==> src/rtl/rr_arbiter_4_bh_pkg.sv <==
// Shared types and constants for the 4-way round-robin arbiter.
package rr_arbiter_4_bh_pkg;

    localparam int unsigned NUM_REQ = 4;
    localparam int unsigned ID_W    = 2;

    typedef enum logic {
        ST_IDLE  = 1'b0,
        ST_GRANT = 1'b1
    } state_t;

    // Result of a round-robin search over a candidate vector
    typedef struct packed {
        logic            found;
        logic [ID_W-1:0] idx;
    } pick_t;

endpackage

==> src/rtl/rr_arbiter_4_bh_if.sv <==
// Request/grant bundle between the requesters (master) and the arbiter (slave).
interface rr_arbiter_4_bh_if;
    import rr_arbiter_4_bh_pkg::*;

    logic [NUM_REQ-1:0] req;
    logic [NUM_REQ-1:0] gnt;
    logic [ID_W-1:0]    gnt_id;
    logic               gnt_valid;
    logic               preempt;

    modport master (
        output req,
        input  gnt,
        input  gnt_id,
        input  gnt_valid,
        input  preempt
    );

    modport slave (
        input  req,
        output gnt,
        output gnt_id,
        output gnt_valid,
        output preempt
    );

endinterface

==> src/rtl/decoder_2_to_4_bh.sv <==
// 2-to-4 decoder with enable: y is one-hot at index a when e=1, else all zero.
module decoder_2_to_4_bh (
    input  logic [1:0] a,
    input  logic       e,
    output logic [3:0] y
);

    always_comb begin
        y = 4'b0000;
        if (e) begin
            case (a)
                2'd0:    y = 4'b0001;
                2'd1:    y = 4'b0010;
                2'd2:    y = 4'b0100;
                default: y = 4'b1000;
            endcase
        end
    end

endmodule

==> src/rtl/rr_arbiter_4_bh.sv <==
// Round-robin arbiter for four requesters with optional hold timeout and
// back-to-back handover; the one-hot grant is produced by a 2-to-4 decoder.
module rr_arbiter_4_bh
    import rr_arbiter_4_bh_pkg::*;
#(
    parameter int unsigned MAX_HOLD = 16
) (
    input logic               clk,
    input logic               rst,
    rr_arbiter_4_bh_if.slave  bus
);

    localparam int unsigned     HC_W       = (MAX_HOLD > 1) ? $clog2(MAX_HOLD) : 1;
    localparam bit              TIMEOUT_EN = (MAX_HOLD != 0);
    localparam logic [HC_W-1:0] HC_MAX     = TIMEOUT_EN ? HC_W'(MAX_HOLD - 1) : '0;

    state_t             state;
    logic [ID_W-1:0]    ptr;
    logic [ID_W-1:0]    gnt_id;
    logic               gnt_valid;
    logic [HC_W-1:0]    hold_cnt;
    logic               preempt;

    logic [NUM_REQ-1:0] others;
    logic               owner_req;
    logic               timeout;
    pick_t              pick_any;
    pick_t              pick_oth;

    // Nearest set bit after p, wrapping, with p itself searched last
    function automatic pick_t rr_pick(input logic [NUM_REQ-1:0] cand,
                                      input logic [ID_W-1:0]    p);
        pick_t           r;
        logic [ID_W-1:0] idx;
        r = '0;
        for (int k = NUM_REQ; k >= 1; k--) begin
            idx = p + ID_W'(k);
            if (cand[idx]) begin
                r.found = 1'b1;
                r.idx   = idx;
            end
        end
        return r;
    endfunction

    assign others    = bus.req & ~(NUM_REQ'(1) << gnt_id);
    assign owner_req = bus.req[gnt_id];
    assign pick_any  = rr_pick(bus.req, ptr);
    assign pick_oth  = rr_pick(others, ptr);
    assign timeout   = TIMEOUT_EN && (hold_cnt == HC_MAX) && (|others);

    // Arbitration state machine; a new grant always moves ptr to the winner
    always_ff @(posedge clk or posedge rst) begin
        if (rst) begin
            state     <= ST_IDLE;
            ptr       <= ID_W'(NUM_REQ - 1);
            gnt_id    <= '0;
            gnt_valid <= 1'b0;
            hold_cnt  <= '0;
            preempt   <= 1'b0;
        end else begin
            preempt <= 1'b0;
            case (state)
                ST_IDLE: begin
                    if (pick_any.found) begin
                        state     <= ST_GRANT;
                        gnt_valid <= 1'b1;
                        gnt_id    <= pick_any.idx;
                        ptr       <= pick_any.idx;
                        hold_cnt  <= '0;
                    end
                end
                ST_GRANT: begin
                    if (!owner_req) begin
                        if (pick_oth.found) begin
                            gnt_id   <= pick_oth.idx;
                            ptr      <= pick_oth.idx;
                            hold_cnt <= '0;
                        end else begin
                            state     <= ST_IDLE;
                            gnt_valid <= 1'b0;
                            hold_cnt  <= '0;
                        end
                    end else if (timeout) begin
                        gnt_id   <= pick_oth.idx;
                        ptr      <= pick_oth.idx;
                        hold_cnt <= '0;
                        preempt  <= 1'b1;
                    end else if (hold_cnt != HC_MAX) begin
                        hold_cnt <= hold_cnt + HC_W'(1);
                    end
                end
                default: begin
                    state     <= ST_IDLE;
                    gnt_valid <= 1'b0;
                end
            endcase
        end
    end

    decoder_2_to_4_bh u_dec (
        .a (gnt_id),
        .e (gnt_valid),
        .y (bus.gnt)
    );

    assign bus.gnt_id    = gnt_id;
    assign bus.gnt_valid = gnt_valid;
    assign bus.preempt   = preempt;

endmodule

==> src/flat_wrapper.sv <==
// flat-port wrapper written by rule: the top's interface ports become plain ports
module rr_arbiter_4_bh_flat import rr_arbiter_4_bh_pkg::*;
#(
    parameter int unsigned MAX_HOLD = 16
)
  (clk, rst, bus_req, bus_gnt, bus_gnt_id, bus_gnt_valid, bus_preempt);
  rr_arbiter_4_bh_if bus_i ();
  input logic clk;
  input logic rst;
  input wire logic [$bits(bus_i.req)-1:0] bus_req;
  output wire logic [$bits(bus_i.gnt)-1:0] bus_gnt;
  output wire logic [$bits(bus_i.gnt_id)-1:0] bus_gnt_id;
  output wire logic [$bits(bus_i.gnt_valid)-1:0] bus_gnt_valid;
  output wire logic [$bits(bus_i.preempt)-1:0] bus_preempt;
  assign bus_i.req = bus_req;
  assign bus_gnt = bus_i.gnt;
  assign bus_gnt_id = bus_i.gnt_id;
  assign bus_gnt_valid = bus_i.gnt_valid;
  assign bus_preempt = bus_i.preempt;
  rr_arbiter_4_bh #(.MAX_HOLD(MAX_HOLD)) u_core (.clk(clk), .rst(rst), .bus(bus_i));
endmodule
==> config.mk <==
export PLATFORM = sky130hd
export DESIGN_NAME = rr_arbiter_4_bh_flat
export DESIGN_NICKNAME = d
export VERILOG_FILES = /design/src/rtl/rr_arbiter_4_bh_pkg.sv /design/src/rtl/rr_arbiter_4_bh_if.sv /design/src/rtl/decoder_2_to_4_bh.sv /design/src/rtl/rr_arbiter_4_bh.sv /design/src/flat_wrapper.sv
export SDC_FILE = /design/constraint.sdc
export NUM_CORES = 1
export LEC_CHECK = 0
export BUFFER_PORTS_ARGS = -buffer_cell sky130_fd_sc_hd__buf_2
export CAP_MARGIN = 30
export CORE_UTILIZATION = 35
export DETAILED_ROUTE_END_ITERATION = 10
export GPL_ROUTABILITY_DRIVEN = 1
export MAX_ROUTING_LAYER = met4
export PLACE_DENSITY = 0.51
export SETUP_SLACK_MARGIN = 0.05
export SLEW_MARGIN = 15
export SYNTH_ARGS = -nofsm -noshare
export SYNTH_HDL_FRONTEND = slang
export SYNTH_SLANG_ARGS = --single-unit
==> constraint.sdc <==
create_clock -name clk -period 2.5 [get_ports clk]
set_clock_uncertainty 0.1 [all_clocks]
set_input_delay 0.375 -clock clk [delete_from_list [all_inputs] [get_ports clk]]
set_output_delay 0.375 -clock clk [all_outputs]
set_load 0.05 [all_outputs]
# Word-level counts from Yosys, hierarchy flattened
# Cells that the tools add are included.
dict set report classes {
  shift 1
  n_bitwise 3
  add_sub_neg 4
  eq_ne 10
  muxes 49
  reduce_logical 6
  order_cmp 5
}
# op count
set op_table {}
lappend op_table {{3-bit 2-to-1 mux} 8}
lappend op_table {{4-bit 2-to-1 mux} 5}
lappend op_table {{1-bit binary-select mux with 2-bit select} 9}
lappend op_table {{1-bit 2-to-1 mux} 18}
lappend op_table {{2-bit by 3-bit < comparator with 1-bit output, second input constant} 5}
lappend op_table {{4-bit one-hot mux with 3 select lines} 1}
lappend op_table {{2-bit 2-to-1 mux} 4}
lappend op_table {{4-bit != test, second input constant} 2}
lappend op_table {{4-bit one-hot mux with 2 select lines} 1}
lappend op_table {{3-bit != test, second input constant} 2}
lappend op_table {{3-bit AND reduction} 2}
lappend op_table {{2-bit adder, second input constant} 2}
lappend op_table {{4-bit by 1-bit adder with 4-bit output, second input constant} 1}
lappend op_table {{4-bit bitwise AND} 1}
lappend op_table {{4-bit == test, second input constant} 1}
lappend op_table {{2-bit != test, second input constant} 2}
lappend op_table {{4-bit inverter} 1}
lappend op_table {{1-bit one-hot mux with 2 select lines} 2}
lappend op_table {{2-bit one-hot mux with 2 select lines} 1}
lappend op_table {{4-bit OR reduction} 1}
lappend op_table {{1-bit by 2-bit left shift with 4-bit output, first input constant} 1}
lappend op_table {{2-bit by 1-bit adder with 2-bit output, second input constant} 1}
lappend op_table {{2-bit by 1-bit == test with 1-bit output, second input constant} 1}
lappend op_table {{2-bit == test, second input constant} 1}
lappend op_table {{other kinds (5)} 5}
dict set report totals {
  input_bits 6
  register_bits 11
}

# Depth between registers and ports, before layout
# Gate-level depths: netlist (run 1).
dict set report depth {
  ltp_word 12
  ltp_mapped 7
}

# Modules after synthesis
# From an unflattened synthesis (run 1), not the netlist that was laid out.
dict set report hier_totals {
  cells_unflattened 125
  area_unflattened_um2 1008.5
}
# mod n_inst cells_per_inst seq_area_each_um2 area_per_inst_um2
set modules_own_cells {}
lappend modules_own_cells {rr_arbiter_4_bh 1 121 277.8 970.9}
lappend modules_own_cells {decoder_2_to_4_bh 1 4 0.0 37.5}

# Worst setup path after synthesis (run 1)
# OpenSTA, ideal clock, no wires.
dict set report synth_path {
  kind {register to output}
  start {register u_core.gnt_id[1], in the netlist u_core.bus.gnt_id[1]}
  end {output port bus_gnt[2]}
  arrival_ns 1.706
  setup_slack_ns 0.319
  required_ns 2.025
  stages_incl_launch_ff 4
  n_path_buf 1
  path_cell_list {dfrtp_1 > clkbuf_1 > nand2_1 > nor2_1}
}
dict set report synth_between {
  elab_chain_len 3
}
# element line
set synth_lines {}
lappend synth_lines {{from (decl)} rr_arbiter_4_bh.sv:19} ;# logic [ID_W-1:0] gnt_id;
lappend synth_lines {{from (signal assigned)} rr_arbiter_4_bh.sv:68} ;# gnt_id <= pick_any.idx;
lappend synth_lines {{from (signal assigned)} rr_arbiter_4_bh.sv:76} ;# gnt_id <= pick_oth.idx;
lappend synth_lines {{from (signal assigned)} rr_arbiter_4_bh.sv:85} ;# gnt_id <= pick_oth.idx;
lappend synth_lines {{2-bit == test (tied with other cells)} decoder_2_to_4_bh.sv:11} ;# case (a)
lappend synth_lines {{4-bit one-hot mux with 3 select lines (*)} decoder_2_to_4_bh.sv:11}
lappend synth_lines {{4-bit 2-to-1 mux (*)} decoder_2_to_4_bh.sv:10} ;# if (e) begin
lappend synth_lines {{to (decl)} flat_wrapper.sv:11} ;# output wire logic [$bits(bus_i.gnt)-1:0] bus_gnt;
# Every way passes the cells marked *; elsewhere a longest branch is shown, timed or not.

# Worst setup path in the final report (run 1)
dict set report layout_path {
  start {register u_core.gnt_id[0], in the netlist u_core.bus.gnt_id[0]}
  end {register u_core.hold_cnt[1]}
}
dict set report layout_between {
  elab_chain_len 8
}
# element line
set layout_lines {}
lappend layout_lines {{1-bit by 2-bit left shift with 4-bit output} rr_arbiter_4_bh.sv:46} ;# assign others = bus.req & ~(NUM_REQ'(1) << gnt_id);
lappend layout_lines {{4-bit inverter} rr_arbiter_4_bh.sv:46}
lappend layout_lines {{4-bit bitwise AND} rr_arbiter_4_bh.sv:46}
lappend layout_lines {{4-bit OR reduction} rr_arbiter_4_bh.sv:50} ;# assign timeout = TIMEOUT_EN && (hold_cnt == HC_MAX) && (|others);
lappend layout_lines {{1-bit logical AND} rr_arbiter_4_bh.sv:50}
lappend layout_lines {{4-bit 2-to-1 mux} rr_arbiter_4_bh.sv:84} ;# end else if (timeout) begin
lappend layout_lines {{4-bit 2-to-1 mux} rr_arbiter_4_bh.sv:74} ;# if (!owner_req) begin
lappend layout_lines {{4-bit one-hot mux with 2 select lines} rr_arbiter_4_bh.sv:63} ;# case (state)
lappend layout_lines {{to (signal assigned)} rr_arbiter_4_bh.sv:90} ;# hold_cnt <= hold_cnt + HC_W'(1);
lappend layout_lines {{to (decl)} rr_arbiter_4_bh.sv:21} ;# logic [HC_W-1:0] hold_cnt;
# Parallel ways exist; a longest one is shown, timed or not. The select of a mux whose other input is x is not followed.
# A chain may end at the register's enable or synchronous reset.

==> results.md, run 1 <==
* Worst Path Class, Setup: reg -> reg
* Hold buffer count at cts at 0
* Initial antenna violation count at 0
* Violated checks: negative hold slack
* Number of vias in the routed layout at around 1000
* Worst-Skew Late Latency at 0.26 ns
* # port buffers at 13
* Fillcell total at 285
* Number of buffers created by CTS at 3
* Simple-gate portion of the synthesized area at 25.3%
* Floorplan die height at 56.0 microns
* Reg2Reg Launch Point: u_core.bus.gnt_id[0]
* Final Hold Fails at 3
* Minimum setup slack among reg-to-reg paths at 0.29 ns
* Boundary pin count at 14
* Leading register cell type out of synthesis: dfrtp_1
* Count of buffers added by post-CTS timing repair for setup at 0
* End point of the critical path: u_core.hold_cnt[1]
* Pin count of the biggest net entering global routing at 18
* Number of standard-cell rows in the floorplan at 19
* Count of yosys warnings during synthesis at 0
* Clock group share of total power at roughly 9%
* Endpoint of the lowest-slack register-to-register path: u_core.hold_cnt[1]
* Compound-gate portion of the synthesized area at 30.1%
* Max Freq at roughly 0.45 GHz
* Total clock sinks at 11
* Post_cts resized at 0
* Status: finished, violations left
* Final estimated routing congestion in global placement at 0.844
* Shortest clock period the worst path allows after layout at ~2.2 ns
* Share of flip-flops with an asynchronous set or reset after synthesis at 100%
* Transition time of the tightest slew-check pin at 0.569 ns
* Area growth from synthesis to layout at 8.81%
* Worst vdd rail ir drop at 0.660 mV
* Post-Synthesis Cells at 130
* Aggregate global-route resource usage at 18.1%
* Global-route wire length before repair at 4.54 mm
* Overall die width at approximately 56 microns
* Fraction of layout cells with a size suffix above 1 at 18.0%
* Synth Net Count at 137
* Count of TritonRoute iterations in the first routing pass at 4
* Multiplexer fraction of the synthesized cell area at 5.14%
* Total wire length after detailed routing at about 2.6 mm
* Net switching power figure at 0.668 mW
* Die Area at 3140 sq um
* Crit path launch: u_core.bus.gnt_id[0]
* Starting Density at 37.1%
* Setup-failing EPs final at 0
* Yosys reg bits at 11
* TritonCTS clock tree: done
* Final-layout worst hold slack at -0.00506 ns
* Largest fanout on the critical path at 17
* Fraction of power spent switching nets at 51.8%
* Internal at 0.620 mW
* Antenna-violating nets left at 0
* Worst reg2reg path depth at 4
* Final worst-path cycle share at between 80% and 90%
* Number of max-slew violations in the final report at 0
* Mapped Area at 1020 sq um
* GRT Residual Overflow at 0
* CP endpoint kind: flip-flop
* Count of unresolved DRC violations after routing at 0
* Cell Pwr Density at 1160 nW/um^2
* Total placed cells including tap cells at 166
* Startpoint Class: flip-flop
* Via count of the first global-routing pass at 971
* Setup repair after global routing missed its margin: false
* Sum of net half-perimeters after detailed placement at 1.87 mm
* Design Power at 1.29 mW
* Setup TNS after final layout at 0 ns
* Avg Cell Area, Syn at 7.86 sq um
* Antenna cells at 0
* Detailed-route wire length per cell at 15.0 microns
* Number of buffers on the longest clock path at 2
* Data required, critical path at 2.54 ns
* CTS clk-pin slew, worst paths at 0.07 ns
* Final cell count without fillers at between 150 and 200
* Relative slew margins at 62.0%
* Number of enable flip-flop cells after synthesis at 0
* Share of the synthesized netlist area taken by xor and xnor gates at 1.71%
* Main combinational cell family by area after synthesis: compound AO/OA/AOI/OAI gates
* Placeable Area at 2760 sq um
* Path class of the lowest-slack min-delay path: in -> async
* Leak pwr at between 0.4 and 0.5 nW
* NumNets Final at 147
* Share of the yosys chip area belonging to registers at a little over a quarter
* Iteration-0 DRC count of the detailed router at 50
* Root Buffer Master: clkbuf_4
* Portion of total power attributed to sequential cells at 32.0%
* Fraction of the mapped netlist area in adder cells at 2.20%
* CTS H-Tree Depth at 1
* Via-per-instance ratio at 6.04
* WP data arrival at 2.25 ns
* Comb pwr share at 59.1%
* Distinct cell type count of the synthesized netlist at 48
* Max capacitance violation total at 0
[flip-flops by register name, summed over array words and instances (netlist names)]
signal	cells
u_core.hold_cnt	4
u_core.bus.gnt_id	2
u_core.ptr	2
u_core.bus.gnt_valid	1
u_core.bus.preempt	1
u_core.state	1
[placed cells by master (no fill, tap or decap), types with 3 or more instances in the layout]
cell type / Yosys / final
a211oi_1: 3 / 3
a21oi_1: 12 / 12
buf_2: 5 / 13
clkbuf_4: 0 / 3
dfrtp_1: 9 / 9
inv_1: 8 / 8
mux2i_1: 3 / 3
nand2_1: 10 / 10
nand2b_1: 6 / 6
nand3_1: 4 / 4
nor2_1: 7 / 7
nor2b_1: 3 / 3
o211ai_1: 3 / 3
o21ai_0: 8 / 8
o22ai_1: 3 / 3
[Yosys cell counts, types with 2 or more instances]
master	n	area, sq um
a211oi_1	3	22.5
a21o_1	2	15.0
a21oi_1	12	60.1
a22oi_1	2	15.0
and2_1	2	12.5
and3_1	2	12.5
buf_2	5	25.0
clkbuf_1	3	11.3
dfrtp_1	9	225
dfstp_2	2	52.6
inv_1	8	30.0
mux2i_1	3	30.0
nand2_1	10	37.5
nand2b_1	6	37.5
nand3_1	4	20.0
nor2_1	7	26.3
nor2b_1	3	18.8
nor3_1	2	10.0
o211ai_1	3	22.5
o21ai_0	8	40.0
o22ai_1	3	18.8
o2bb2ai_1	2	17.5
o31ai_1	2	15.0
or3_1	2	12.5
xnor2_1	2	17.5
[per-stage QoR]
stage | setup WS (ns) | hold WS [ns] | cell area [sq um] | utilization (%)
2_1_floorplan | 0.319 | 0.126 | 1020 | -
3_3_place_gp | 0.340 | 0.287 | 1090 | 39.4
3_5_place_dp | 0.337 | 0.281 | 1090 | 39.4
4_1_cts | 0.326 | 0.00296 | 1110 | 40.3
5_1_grt | 0.178 | 0.0105 | 1110 | 40.3
6_report | 0.294 | -0.00506 | 1110 | 40.3
[power by group through the flow]
stage                     clock, mW  sequential, mW  combinational, mW
final                         0.116           0.412              0.761
after global routing          0.130           0.429              0.838
after CTS                     0.119           0.405              0.754
after detailed placement          0           0.409              0.748
after global placement            0           0.408              0.756
after floorplan                   0           0.352              0.658
[how the worst min path moves through the flow]
stage                                 to  depth (start not counted)  slack (ns)  from
floorplan           u_core.bus.gnt_id[0]                          1        0.13   rst
global placement      u_core.bus.preempt                          2        0.29   rst
detailed placement    u_core.bus.preempt                          2        0.28   rst
CTS                 u_core.bus.gnt_valid                          2       0.003   rst
global route        u_core.bus.gnt_valid                          2        0.01   rst
finish              u_core.bus.gnt_valid                          2      -0.005   rst
[worst max-delay path, stage by stage (launching register included)]
cell and delay, ns:
dfrtp_1 0.71, mux4_2 0.59, and2_1 0.22, a31o_2 0.27, a32o_1 0.19
[per-layer routing]
metal | vias to the layer above | part of all wire (%) | track usage (%)
li1 | 495 | - | -
met1 | 486 | 46 | 25.9
met2 | 41 | 47 | 25.9
met3 | 4 | 6.1 | 3.49
met4 | 0 | 1.2 | 5.23
met5 | - | 0 | -
[cells by family (layout without fill, tap and decap cells)]
kind of cell | Yosys count | in the layout
buffers and inverters | 18 | 27
adder cells (fa/ha/maj) | 2 | 2
flip-flops | 11 | 11
AND/OR/NAND/NOR | 47 | 47
AO/OA/AOI/OAI | 46 | 46
XOR/XNOR | 2 | 2
multiplexers | 4 | 4
[layout make-up]
cell class,instances,area [sq um],area share [%]
Sequential cell,11,278,25.0
Multi-Input combinational cell,101,659,59.3
Inverter,8,30.0,2.70
Clock buffer,4,26.3,2.36
Timing Repair Buffer,15,80.1,7.20
Tap cell,31,38.8,3.49
Note: power is estimated with default switching activity, not from simulation.
==> inputs of run 2 (changes only) <==
--- a/config.mk
+++ b/config.mk
@@ -11,7 +11,7 @@
 export DETAILED_ROUTE_END_ITERATION = 10
 export GPL_ROUTABILITY_DRIVEN = 1
 export MAX_ROUTING_LAYER = met4
-export PLACE_DENSITY = 0.51
+export PLACE_DENSITY_LB_ADDON = 0.15
 export SETUP_SLACK_MARGIN = 0.05
 export SLEW_MARGIN = 15
 export SYNTH_ARGS = -nofsm -noshare
==> run 2 against run 1 <==
  * The run now ends clean
  * Hold slack improved by 0.44 ns
  * Clock power rose by 6%
  * Non-clock buffer count did not move
  * Routed wire length increased by 1.8%
  * Via count is 0.19% higher
  * First-iteration DRC count down 4.0%
  * Sequential power shrank 5.8%
  * Register-to-register slack better by 0.08 ns
  * Total power shrank 0.66%
  * Largest cell class unchanged
  * Highest routed layer unchanged
==> results.md, run 2 (synthesis gave the netlist of run 1 again) <==
* Shortest clock period the worst path allows after layout at 2.12 ns (-0.0838 ns)
* Iteration-0 DRC count of the detailed router at 48 (-4.0%)
* Status: complete, no violations
* NumNets Final at 147 (unchanged)
* CTS clk-pin slew, worst paths at 0.07 ns (about the same)
* Placeable Area at 2760 sq um (unchanged)
* TritonCTS clock tree: done
* Worst hold path depth at 1
* Via count of the first global-routing pass at 889 (-8.4%)
* Standard cell area after detailed placement at 1080 sq um (-0.69%)
* Initial antenna violation count at 0 (unchanged)
* Max Freq at 0.471 GHz (+3.9%)
* Number of buffers created by CTS at 3 (unchanged)
* Top layer used by detailed routing: met4
* Number of standard-cell rows in the floorplan at 19 (unchanged)
* Sum of net half-perimeters after detailed placement at 1.90 mm (+1.4%)
* Final estimated routing congestion in global placement at 0.929 (+10%)
* GRT Residual Overflow at 0 (unchanged)
* Detailed-route wire length per cell at 15.3 microns (+1.8%)
* CP endpoint kind: flip-flop
* Leak pwr at 0.478 nW (-0.20%)
* Die Area at 3140 sq um (unchanged)
* Final worst-path cycle share at 84.9% (-3.4 points)
* Global-route wire length before repair at 4.36 mm (-4.0%)
* Cell Pwr Density at 1150 nW/um^2 (-0.89%)
* Wire length the detailed router placed on met1 at 1.28 mm (+9.7%)
* Total wire length after detailed routing at 2.60 mm (+1.8%)
* # port buffers at 13 (unchanged)
* Total length of routed met2 wires at 1.11 mm (-7.1%)
* Post_cts resized at 0 (unchanged)
* Max capacitance violation total at 0 (unchanged)
* Largest fanout on the critical path at 17 (unchanged)
* Worst Path Class, Setup: reg -> reg
* Starting Density at 37.1% (unchanged)
* Setup repair after global routing missed its margin: false
* Overall die width at 56.0 microns (unchanged)
* Count of unresolved DRC violations after routing at 0 (unchanged)
* Final core utilization at 40.4% (+0.091 points)
* Via-per-instance ratio at 6.05 (+0.19%)
* Count of TritonRoute iterations in the first routing pass at 4 (unchanged)
* Data required, critical path at 2.57 ns (+0.03 ns)
* Worst vdd rail ir drop at 0.635 mV (-3.7%)
* Total clock sinks at 11 (unchanged)
* Number of vias in the routed layout at 1028 (+0.19%)
* Fillcell total at 282 (-1.1%)
* Root Buffer Master: clkbuf_4
* Most frequent standard cell in the layout excluding fill and tap cells: buf_2
* Relative slew margins at 65.2% (+3.2 points)
* Fraction of layout cells with a size suffix above 1 at 17.3% (-0.72 points)
* Final cell count without fillers at 170 (unchanged)
* Largest register by flop count: u_core.hold_cnt
* Floorplan die height at 56.0 microns (unchanged)
* Boundary pin count at 14 (unchanged)
* Antenna cells at 0 (unchanged)
* WP data arrival at 2.20 ns (-0.05 ns)
* Worst-Skew Late Latency at 0.27 ns (about the same)
* Area growth from synthesis to layout at 9.06%
* Area of all placed cells without fillers at 1110 sq um (+0.22%)
* Setup-failing EPs final at 0 (unchanged)
* Total placed cells including tap cells at 165 (-0.60%)
* Path class of the lowest-slack min-delay path: reg -> reg
* Biggest registers after layout: u_core.hold_cnt x4, u_core.bus.gnt_id x2, u_core.ptr x2
* Number of max-slew violations in the final report at 0 (unchanged)
* Pin count of the biggest net entering global routing at 18 (unchanged)
* Final Hold Fails at 0 (-3)
* Number of flip-flops in the largest register at 4 (unchanged)
* Aggregate global-route resource usage at 17.9% (-0.17 points)
* Met3 wire length at 164 microns (+5.8%)
* Commonest non-fill, non-tap cells in the layout: buf_2 (13), a21oi_1 (12), nand2_1 (10), dfrtp_1 (9)
* Antenna-violating nets left at 0 (unchanged)
* Transition time of the tightest slew-check pin at 0.517 ns (-0.0521 ns)
* Worst reg2reg path depth at 5 (+1)
* Number of buffers on the longest clock path at 2 (unchanged)
* Setup TNS after final layout at 0 ns (unchanged)
* CTS H-Tree Depth at 1 (unchanged)
* Startpoint Class: flip-flop
[run 2: layout make-up]
class                      count  area (sq um)  share of cell area, %
sequential                    11           278                   24.9
multi-input combinational    101           659                   59.1
timing repair buffer          15          82.6                   7.41
clock buffer                   4          26.3                   2.36
tap                           31          38.8                   3.48
inverter                       8          30.0                   2.69
[run 2: final timing paths]
path                                         start              endpoint  slack, ns
worst max-delay path                 u_core.ptr[0]  u_core.bus.gnt_id[1]       0.38
worst min-delay path            u_core.hold_cnt[1]    u_core.hold_cnt[1]       0.44
worst max register to register       u_core.ptr[0]  u_core.bus.gnt_id[1]       0.38
max in group asynchronous                      rst         u_core.ptr[1]       1.43
min in group asynchronous                      rst    u_core.hold_cnt[1]       0.54
worst min register to register  u_core.hold_cnt[1]    u_core.hold_cnt[1]       0.44
[run 2: worst max-delay path: stages, from the launching register on]
cell and delay (ns):
dfstp_2 0.73, xnor2_1 0.21, a211oi_1 0.35, a21oi_1 0.07
o31a_1 0.32, o31ai_1 0.25
[run 2: repair_timing]
action,4_1_cts,5_1_grt
hold buffers,1,0
endpoints found under the hold margin,5,0
buffers inserted,0,0
[run 2: per-stage QoR]
stage | worst slack [ns] | hold WS [ns] | power, mW
after floorplan | 0.319 | 0.126 | 1.01
after global placement | 0.464 | 0.291 | 1.15
after detailed placement | 0.423 | 0.295 | 1.15
after CTS | 0.393 | 0.448 | 1.28
after global routing | 0.213 | 0.470 | 1.38
final | 0.377 | 0.437 | 1.28
[run 2: power breakdown]
group          switching (mW)  internal, mW
logic                   0.463         0.306
registers               0.144         0.244
clock network          0.0611        0.0618
[run 2: routing by layer]
layer | up-vias | global-route usage [%]
met5 | - | -
met4 | 0 | 2.44
met3 | 4 | 4.19
met2 | 39 | 25.2
met1 | 488 | 26.7
li1 | 497 | -
==> inputs of run 3 (changes only) <==
--- a/config.mk
+++ b/config.mk
@@ -5,6 +5,7 @@
 export SDC_FILE = /design/constraint.sdc
 export NUM_CORES = 1
 export LEC_CHECK = 0
+export ABC_AREA = 1
 export BUFFER_PORTS_ARGS = -buffer_cell sky130_fd_sc_hd__buf_2
 export CAP_MARGIN = 30
 export CORE_UTILIZATION = 35
==> constraint.sdc (replaced) <==
create_clock -name clk -period 2.2 [get_ports clk]
set_clock_uncertainty 0.1 [all_clocks]
set_input_delay 0.33 -clock clk [delete_from_list [all_inputs] [get_ports clk]]
set_output_delay 0.33 -clock clk [all_outputs]
set_load 0.05 [all_outputs]
==> run 3 against run 2 <==
  * Sequential cell count is the same
  * Critical path depth grew 8
  * Clock power grew 18%
  * Synthesized cell count grew 23%
  * Non-clock buffer count shrank 1
  * Highest routed layer unchanged
  * Setup slack lost 0.072 ns
  * Cell area shrank 0.79%
  * Sequential share of layout area grew 0.20 points
==> results.md, run 3 <==
* Status: complete, no violations
* Commonest non-fill, non-tap cells in the layout: nand2_1 (70), nand3_1 (22), inv_1 (17), buf_2 (13)
* Share of flip-flops with an asynchronous set or reset after synthesis at 100% (unchanged)
* CP endpoint kind: flip-flop
* Most frequent cells after synthesis: nand2_1 (70), nand3_1 (22), inv_1 (17)
* Standard cell area after detailed placement at 1070 sq um (-0.93%)
* Worst hold path startpoint: bus_req[0]
* Leading cell type by number of instances after synthesis: nand2_1
* CTS H-Tree Depth at 1 (unchanged)
* Worst Path Class, Setup: reg -> reg
* Placeable Area at 2540 sq um (-7.7%)
* Number of standard-cell rows in the floorplan at 18 (-1)
* Total clock sinks at 11 (unchanged)
* Multiplexer fraction of the synthesized cell area at 0% (-5.1 points)
* Worst reg2reg path depth at 13 (+8)
* Setup repair after global routing missed its margin: false
* Worst hold path depth at 5 (+4)
* Total wire length after detailed routing at 2.31 mm (-11%)
* Leading register cell type out of synthesis: dfrtp_1
* Worst-Skew Late Latency at 0.28 ns (about the same)
* NumNets Final at 184 (+25%)
* Number of flip-flops in the largest register at 4 (unchanged)
* Share of the yosys chip area belonging to registers at 28.5% (+1.3 points)
* Final Hold Fails at 0 (unchanged)
* Endpoint of the lowest-slack register-to-register path: u_core.bus.gnt_id[0]
* Distinct cell type count of the synthesized netlist at 25 (-48%)
* Largest register by flop count: u_core.hold_cnt
* Minimum setup slack among reg-to-reg paths at 0.31 ns (-0.07 ns)
* Synth Net Count at 167 (+22%)
* Cell taking the most area after synthesis: nand2_1
* Sum of net half-perimeters after detailed placement at 1.89 mm (-0.35%)
* Crit path launch: u_core.ptr[0]
* Transition time of the tightest slew-check pin at 0.421 ns (-0.0959 ns)
* Largest fanout on the critical path at 13 (-4)
* Floorplan die height at 54.8 microns (-2.2%)
* Number of vias in the routed layout at 1021 (-0.68%)
* Fillcell total at 282 (unchanged)
* Cell Pwr Density at 1560 nW/um^2 (+36%)
* Compound-gate portion of the synthesized area at 8.72% (-21 points)
* Boundary pin count at 14 (unchanged)
* Starting Density at 38.3% (+1.3 points)
* Fraction of the mapped netlist area in adder cells at 2.31% (+0.10 points)
* CTS clk-pin slew, worst paths at 0.07 ns (about the same)
* Setup-failing EPs final at 0 (unchanged)
* Number of buffers created by CTS at 3 (unchanged)
* Worst vdd rail ir drop at 0.878 mV (+38%)
* Final estimated routing congestion in global placement at 0.845 (-9.0%)
* Via-per-instance ratio at 4.96 (-18%)
* Pin count of the biggest net entering global routing at 14 (-4)
* Max Freq at 0.528 GHz (+12%)
* Avg Cell Area, Syn at 6.10 sq um (-22%)
* Path class of the lowest-slack min-delay path: in -> reg
* WP data arrival at 1.97 ns (-0.23 ns)
* Share of the synthesized netlist area taken by xor and xnor gates at 0.897% (-0.82 points)
* Initial antenna violation count at 0 (unchanged)
* Count of TritonRoute iterations in the first routing pass at 4 (unchanged)
* Root Buffer Master: clkbuf_4
* Number of enable flip-flop cells after synthesis at 0 (unchanged)
* Final worst-path cycle share at 86.1% (+1.2 points)
* Via count of the first global-routing pass at 896 (+0.79%)
* Main combinational cell family by area after synthesis: simple AND/OR/NAND/NOR gates
* Overall die width at 54.8 microns (-2.2%)
* Max capacitance violation total at 0 (unchanged)
* Antenna-violating nets left at 0 (unchanged)
* Data required, critical path at 2.28 ns (-0.29 ns)
* Global-route wire length before repair at 3.92 mm (-10%)
* Biggest registers after layout: u_core.hold_cnt x4, u_core.bus.gnt_id x2, u_core.ptr x2
* # port buffers at 13 (unchanged)
* Leak pwr at 0.643 nW (+35%)
* Worst hold path endpoint: u_core.state
* Reg2Reg Launch Point: u_core.ptr[0]
* Area growth from synthesis to layout at 13.3%
* Number of max-slew violations in the final report at 0 (unchanged)
* Post-Synthesis Cells at 160 (+23%)
* Iteration-0 DRC count of the detailed router at 17 (-65%)
* Count of yosys warnings during synthesis at 0 (unchanged)
* Share of Yosys cell area claimed by the top area cell type at 26.9% (+4.9 points)
* Simple-gate portion of the synthesized area at 51.3% (+26 points)
* Count of unresolved DRC violations after routing at 0 (unchanged)
* Relative slew margins at 71.9% (+6.7 points)
* Antenna cells at 0 (unchanged)
* Area of all placed cells without fillers at 1110 sq um (-0.79%)
* Mapped Area at 976 sq um (-4.5%)
* Most frequent standard cell in the layout excluding fill and tap cells: nand2_1
* Detailed-route wire length per cell at 11.2 microns (-27%)
* Startpoint Class: flip-flop
* Fraction of layout cells with a size suffix above 1 at 19.3% (+2.1 points)
* Aggregate global-route resource usage at 19.5% (+1.6 points)
* TritonCTS clock tree: done
* Shortest clock period the worst path allows after layout at 1.89 ns (-0.228 ns)
* Die Area at 3000 sq um (-4.4%)
* Area contributors post-synth: nand2_1 (27%), dfrtp_1 (23%), nand3_1 (11%)
* Setup TNS after final layout at 0 ns (unchanged)
* Yosys reg bits at 11 (unchanged)
* Number of buffers on the longest clock path at 2 (unchanged)
* GRT Residual Overflow at 0 (unchanged)
==> run 3: metrics by stage <==
stage                     hold WS [ns]  worst slack, ns  std cells  power [mW]  util (%)
after floorplan                 0.0810            0.195        160        1.35         -
after global placement           0.239            0.347        201        1.58      42.0
after detailed placement         0.246            0.328        201        1.59      42.0
after CTS                        0.398            0.320        206        1.74      43.5
after global routing             0.420           0.0882        206        1.93      43.5
final                            0.403            0.306        206        1.73      43.5
==> run 3: final cells by class <==
type | instances | area, sq um | area share (%)
Multi-Input combinational cell | 128 | 617 | 55.8
Sequential cell | 11 | 278 | 25.1
Timing Repair Buffer | 14 | 75.1 | 6.79
Inverter | 19 | 71.3 | 6.45
Tap cell | 30 | 37.5 | 3.39
Clock buffer | 3 | 22.5 | 2.04
Clock inverter | 1 | 5.00 | 0.452
==> run 3: routing by layer <==
metal	vias up	GRT usage [%]	routed length, microns
li1	535	-	-
met1	455	24.8	1160
met2	27	29.7	994
met3	4	5.00	127
met4	0	6.41	31
met5	-	-	0
==> run 3: worst max-delay path, stage by stage, from the launching register on <==
cell     delay [ns]
dfstp_2        0.64
inv_1          0.21
nand2_1        0.11
nand2_1        0.11
nand2_1        0.11
nand2_1        0.06
nand2_1        0.08
nand2_1        0.05
nand2_1        0.05
nand3_1        0.06
nand2_1        0.07
inv_1          0.03
nand2_1        0.07
nand2_1        0.05
==> run 3: timing repair <==
action / CTS / global route
hold buffers: 1 / 0
buffers inserted: 0 / 0
gates resized for setup: 0 / 0
endpoints found under the hold margin: 9 / 0
==> run 3: cell families (layout without fill, tap and decap cells) <==
kind of cell	count (synthesis)	count (layout)
AND/OR/NAND/NOR	113	113
buffers and inverters	21	37
AO/OA/AOI/OAI	12	12
flip-flops	11	11
adder cells (fa/ha/maj)	2	2
XOR/XNOR	1	1
==> run 3: power breakdown <==
group          internal (mW)  total, mW  switching [mW]  leakage, nW
clock                 0.0676      0.145          0.0772       0.0177
sequential             0.293      0.404           0.111        0.135
combinational          0.355       1.18           0.825        0.490
total                  0.715       1.73            1.01        0.643
==> run 3: how the worst max path moves through the flow <==
stage	to	slack [ns]
floorplan	bus_gnt[3]	0.20
global placement	u_core.bus.gnt_id[0]	0.35
detailed placement	u_core.bus.gnt_id[0]	0.33
CTS	u_core.bus.gnt_id[0]	0.32
global route	u_core.bus.gnt_id[0]	0.09
finish	u_core.bus.gnt_id[0]	0.31
